[config.mk]
export PLATFORM = sky130hd
export DESIGN_NAME = unidade_controle_jogo
export DESIGN_NICKNAME = d
export VERILOG_FILES = /design/src/rtl/jogo_pkg.sv /design/src/rtl/unidade_controle_jogo.sv
export SDC_FILE = /design/constraint.sdc
export NUM_CORES = 1
export LEC_CHECK = 0
export CAP_MARGIN = 30
export CORE_AREA = 2 2 39 41
export CTS_CLUSTER_DIAMETER = 60
export DETAILED_ROUTE_END_ITERATION = 7
export DIE_AREA = 0 0 41 43
export PLACE_DENSITY = 0.71
export SLEW_MARGIN = 25
export SYNTH_ARGS = -nofsm -noshare
export SYNTH_HDL_FRONTEND = slang
export SYNTH_SLANG_ARGS = --single-unit
export TNS_END_PERCENT = 100
[constraint.sdc]
create_clock -name clock -period 1.5 [get_ports clock]
set_input_delay 0.225 -clock clock [delete_from_list [all_inputs] [get_ports clock]]
set_output_delay 0.225 -clock clock [all_outputs]
set_load 0.01 [all_outputs]
[src/rtl/jogo_pkg.sv]
// Shared state codes for the memory-game controller; the datapath debug logic
// and the top-level 7-segment decoder import the same codes.
package jogo_pkg;

  localparam int ESTADO_W_PADRAO = 5;

  // Codes are fixed because they are shown directly on the debug display.
  typedef enum logic [4:0] {
    INICIAL    = 5'h00,
    PREPARA    = 5'h01,
    ESPERA     = 5'h02,
    REGISTRA   = 5'h04,
    COMPARA    = 5'h05,
    PROXIMO    = 5'h06,
    FIM_ACERTO = 5'h0A,
    FIM_TOUT   = 5'h0D,
    FIM_ERRO   = 5'h0E
  } estado_t;

endpackage

[src/rtl/unidade_controle_jogo.sv]
// Moore control unit of the memory game. Timeout handling is compiled in only
// when UNIDADE_CONTROLE_TIMEOUT_EN is defined.
module unidade_controle_jogo
  import jogo_pkg::*;
#(
  parameter int ESTADO_W = ESTADO_W_PADRAO
) (
  input  logic                clock,
  input  logic                reset,
  input  logic                iniciar,
  input  logic                jogada_feita,
  input  logic                igual,
  input  logic                fimC,
  input  logic                fim_timer,
  output logic                zeraC,
  output logic                contaC,
  output logic                zeraR,
  output logic                registraR,
  output logic                zera_timer,
  output logic                conta_timer,
  output logic                pronto,
  output logic                acertou,
  output logic                errou,
  output logic                timeout,
  output logic [ESTADO_W-1:0] db_estado
);

`ifdef UNIDADE_CONTROLE_TIMEOUT_EN
  localparam bit TIMEOUT_EN = 1'b1;
`else
  localparam bit TIMEOUT_EN = 1'b0;
`endif

  estado_t r_estado;
  estado_t w_proximo;
  logic    w_fim_timer;

  assign w_fim_timer = fim_timer & TIMEOUT_EN;

  always_ff @(posedge clock) begin
    if (!reset) r_estado <= INICIAL;
    else        r_estado <= w_proximo;
  end

  // jogada_feita is a one-cycle pulse with no back-pressure: it is consumed
  // only in ESPERA and silently dropped in any other state.
  always_comb begin
    w_proximo = INICIAL;
    case (r_estado)
      INICIAL:    w_proximo = iniciar ? PREPARA : INICIAL;
      PREPARA:    w_proximo = ESPERA;
      ESPERA: begin
        if (jogada_feita)     w_proximo = REGISTRA;
        else if (w_fim_timer) w_proximo = FIM_TOUT;
        else                  w_proximo = ESPERA;
      end
      REGISTRA:   w_proximo = COMPARA;
      COMPARA: begin
        if (!igual)    w_proximo = FIM_ERRO;
        else if (fimC) w_proximo = FIM_ACERTO;
        else           w_proximo = PROXIMO;
      end
      PROXIMO:    w_proximo = ESPERA;
      FIM_ACERTO: w_proximo = iniciar ? PREPARA : FIM_ACERTO;
      FIM_ERRO:   w_proximo = iniciar ? PREPARA : FIM_ERRO;
      FIM_TOUT:   w_proximo = iniciar ? PREPARA : FIM_TOUT;
      default:    w_proximo = INICIAL;
    endcase
  end

  always_comb begin
    zeraC       = 1'b0;
    contaC      = 1'b0;
    zeraR       = 1'b0;
    registraR   = 1'b0;
    zera_timer  = 1'b0;
    conta_timer = 1'b0;
    pronto      = 1'b0;
    acertou     = 1'b0;
    errou       = 1'b0;
    timeout     = 1'b0;
    case (r_estado)
      PREPARA: begin
        zeraC      = 1'b1;
        zeraR      = 1'b1;
        zera_timer = 1'b1;
      end
      ESPERA:     conta_timer = TIMEOUT_EN;
      REGISTRA: begin
        registraR  = 1'b1;
        zera_timer = 1'b1;
      end
      PROXIMO:    contaC = 1'b1;
      FIM_ACERTO: begin
        pronto  = 1'b1;
        acertou = 1'b1;
      end
      FIM_ERRO: begin
        pronto = 1'b1;
        errou  = 1'b1;
      end
      FIM_TOUT: begin
        pronto  = 1'b1;
        timeout = TIMEOUT_EN;
      end
      default: ;
    endcase
  end

  assign db_estado = ESTADO_W'(r_estado);

endmodule

* Word-level counts from Yosys, hierarchy flattened
Index checks and enable logic that the tools add are counted.
** Operators by class
- Reductions and logical operators :: 4
- $lt $le $gt $ge :: 0
- Bitwise gates (word level) :: 0
- Shift operators :: 0
- Equal/unequal tests :: 8
- Div/mod/pow operators :: 0
- Multipliers :: 0
- $add $sub $neg :: 0
- Multiplexer cells :: 15
** Operators with widths (count)
- 4-bit case mux with 8 select lines :: 1
- 4-bit 2-to-1 mux :: 5
- 5-bit by 3-bit equality test with 1-bit output (second input constant) :: 3
- 5-bit by 4-bit equality test with 1-bit output (second input constant) :: 3
- 1-bit 2-to-1 mux :: 8
- 5-bit by 1-bit equality test with 1-bit output (second input constant) :: 1
- 5-bit by 2-bit equality test with 1-bit output (second input constant) :: 1
- 5-bit zero test :: 1
- 2-bit OR reduction :: 2
- 3-bit 2-to-1 mux :: 1
- 3-bit OR reduction :: 1
** Word-level totals
- Bits in latches :: 0
- Output and inout port bits :: 15
- Memories kept :: 0
- Logic and storage cells :: 28
- Bits in writable memories :: 0
- Flip-flop bits (word level) :: 5
- Bits of input ports :: 7
- Memory bits (read-only) :: 0

* Logic depth before layout (Yosys ltp)
- Depth in word-level cells :: 3
- Depth in mapped cells :: 5
- Depth with buffers taken out :: 4

* Worst setup path before layout
OpenSTA, ideal clock, no wires.
- Path kind :: reg2out
- Start point :: register r_estado[1], in the netlist db_estado[1]
- End point :: output zera_timer
- Setup slack :: 0.014 ns
- Path buffers :: 1
- Cell stages (with the launch flop) :: 5
- Data required time :: 1.275 ns
- Arrival :: 1.261 ns
- Cell sequence :: dfxtp_1 buf_4 nand2b_1 nor3_1 or2_2
** On the way
- Cells in the longest elaborated chain, start to end :: 3
- Elaborated cells between the ends (all ways) :: 4
- Classes of those cells :: 2 x eq/ne; 1 x mux; 1 x reduce/logical
** RTL lines
- from (decl) :: line unidade_controle_jogo.sv:34 : estado_t r_estado;
- from (signal assigned) :: line unidade_controle_jogo.sv:42 : else r_estado <= w_proximo;
- 5-bit by 3-bit equality test with 1-bit output / 5-bit by 1-bit equality test with 1-bit output (equally long branches) :: line unidade_controle_jogo.sv:82 : case (r_estado)
- 2-bit OR reduction (no source line) *
- 1-bit 2-to-1 mux * :: line unidade_controle_jogo.sv:82
- to (decl) :: line unidade_controle_jogo.sv:19 : output logic zera_timer,
Every way passes the cells marked *; elsewhere a longest branch is shown, timed or not.

* Worst setup path in the final report
- Start point :: register r_estado[0], in the netlist db_estado[0]
- End point :: output db_estado[0]
** RTL lines
- to (decl) :: line unidade_controle_jogo.sv:25 : output logic [ESTADO_W-1:0] db_estado
No word-level cell between the ends.

==> results.yml <==
worst_setup_path:
  cpPeakStageDelay_ps: 510
  list_of_cells_traversed_by_the_critical_path: "buf_4, clkdlybuf4s50_1"
  cp_top_family: "buffers and inverters"
  crit_type: "reg2out"
  cp_data_required_time_ps: 1270
  critPathArrivalTime_ps: 1230
  setup.worst_path.start_class: "flip-flop"
  crit_path_end_kind: "primary output"
  timing.critical_path.buf_inv: 2
  timing.critical_path.fanout_max: 5
  crit_slowest_cell: "sky130_fd_sc_hd__clkdlybuf4s50_1"
sta:
  rsz0062_at_grt: "false"
  slew_violations: 0
  timing.fmax_ghz: 0.687
  finalWorstPathRequiredPeriod_ps: 1460
  final.setup_skew_ps: 0.125
  period_share_pct: 97.0
  finalSetupViolations: 0
  timing_hold_violations_final: 0
  finalSetupTns_ps: 0
yosys:
  ys_warn_count: 0
  postSynthCellCount: 52
  synth-seq-area-share_pct: 22.3
  post-synth-top-area-cell: "sky130_fd_sc_hd__dfxtp_1"
  netlist_top_cells_area: "sky130_fd_sc_hd__dfxtp_1, sky130_fd_sc_hd__buf_4, sky130_fd_sc_hd__nor2_1"
  syn_area_per_cell_um2: 6.91
  synth.lib_cells_used.distinct: 23
  synth.cell_area_um2: 359
  ys_async_sr_fraction_pct: 0
  count_of_state_elements_after_synthesis: 4
  synth_enable_flop_cells: 0
  synth_top_flop_cell: "sky130_fd_sc_hd__dfxtp_1"
  synth_top_area_share_pct: 22.3
pwr:
  power.density_mw_per_mm2: 579
  max-vdd-ir-drop_uv: 368
  total_leakage_power_nw: 0.313
placement:
  place.detailed.instances: 93
  gp_routability_congestion: 0.763
  final_hpwl_from_detailed_placement_um: 717
  dpl_cell_area_um2: 601
  buffer_ports.inserted: 17
drt:
  postRouteAntennaNets: 0
  remaining_routing_drc_violations: 0
  detail_route.iter0.violations: 4
  avgRoutedWirePerCell_um: 9.57
  wl_um: 919
  vias_per_cell: 4.35
  route.vias.total: 418
  first_pass_detailed_route_iteration_total: 4
clock_network:
  cts_hold_repair.buffers: 0
  number_of_buffers_on_the_longest_clock_path: 2
  cts.sinks: 4
  clock_insertion_delay_worst_skew_ps: 230
  total_clock_buffers_created_by_cts: 3
  clk_transition_reported_paths_ps: 40
  clock_tree.htree_level_count: 1
  clock-root-buffer: "sky130_fd_sc_hd__clkbuf_4"
  tritoncts: "yes"
grt:
  antenna_found_initial: 0
  groute.usage.overall_pct: 12.2
  grt_remaining_overflow: 0
  grt_pass1_wl_um: 1500
  first_global_vias: 390
  grt_max_degree: 8
min_path:
  worstHoldPathType: "in2reg"
floorplan:
  die_x_um: 41
  placementRows: 14
  pin_count: 22
  floorplan.die.height_um: 43
  start_util_pct: 25.9
  fp.coreArea_mm2: 0.00138
  die_area_mm2: 0.00176
final_layout:
  fill_cells: 150
  cell_area_after_layout_um2: 644
  layout_area_overhead_pct: 79.4
  largest_register_ffs: 4
  layout.cells.most_common: "sky130_fd_sc_hd__buf_4"
  mostFrequentLayoutCells: "sky130_fd_sc_hd__buf_4, sky130_fd_sc_hd__nor2_1, sky130_fd_sc_hd__clkdlybuf4s50_1"
  drive_above_1_share_pct: 38.8
  post_layout_nonfiller_instances: 96
  finalNetCount: 89
  antenna-diode-count: 0
status:
  status: "finished, final reports clean"
run:
  max-cap-violations: 0
## timing repair
action | in CTS | in global routing
setup buffers | 0 | 0
setup endpoints to repair | 11 | 6
resized for setup | 24 | 9
gates cloned | 0 | 0
## kinds of logic after synthesis
logic type / count (synthesis) / share of synthesized area, %
AOI/OAI and AO/OA: 12 / 19.9
buffers and inverters: 9 / 17.1
muxes: 1 / 2.79
and+or+nand+nor: 25 / 36.9
DFF: 4 / 22.3
other: 1 / 1.04
## area by class of cell
type	instances	area (um2)	share of cell area (%)
timing repair buffer	30	241	37.5
tap	16	20.0	3.11
sequential	4	86.3	13.4
clock buffer	3	22.5	3.50
inverter	2	7.51	1.17
multi-input combinational	41	267	41.4
## worst register-to-register path: cells and delay by family, from the launching register on
family | cells | cell delay, ps
buffers and inverters | 1 | 180
DFF | 1 | 350
AOI/OAI and AO/OA | 1 | 120
muxes | 1 | 60
and+or+nand+nor | 2 | 430
## final timing paths
check | from | endpoint | slack [ps] | depth (start not counted)
max | db_estado[0] | db_estado[0] | 40 | 2
min reg2reg | db_estado[3] | db_estado[2] | 720 | 3
min | reset | db_estado[0] | 600 | 2
max reg2reg | db_estado[2] | db_estado[2] | 280 | 5
## metrics by stage
stage	setup WS, ps	power, mW	util [%]	hold slack [ps]
after global placement	-62.0	0.238	43.4	714
after global routing	1.17	0.399	46.6	606
after floorplan	13.8	0.179	-	343
after detailed placement	-72.0	0.240	43.4	721
final	44.9	0.373	46.6	597
after CTS	-0.0111	0.378	46.7	582
## report_power, final
part	switching (mW)	total, mW	internal, mW
registers	0.00825	0.120	0.112
clock network	0.0404	0.130	0.0893
logic	0.0502	0.123	0.0727
## synth_stat cells, types with 2 or more instances
master and count:
sky130_fd_sc_hd__buf_4 5, sky130_fd_sc_hd__nand2b_1 3, sky130_fd_sc_hd__o21ai_0 3, sky130_fd_sc_hd__o21a_1 3, sky130_fd_sc_hd__a21oi_1 4, sky130_fd_sc_hd__nand2_1 5
sky130_fd_sc_hd__inv_1 2, sky130_fd_sc_hd__dfxtp_1 4, sky130_fd_sc_hd__nor2_1 6, sky130_fd_sc_hd__nor3_1 2, sky130_fd_sc_hd__and3_1 2, sky130_fd_sc_hd__nor2b_1 2
## routing by layer
metal / routed length [um] / global-route usage [%] / vias up
li1: - / - / 222
met1: 365 / 14.4 / 184
met2: 491 / 20.3 / 12
met3: 62 / 1.57 / 0
met4: 0 / 6.00 / 0
met5: 0 / 0 / -
(Power assumes the default switching activity.)
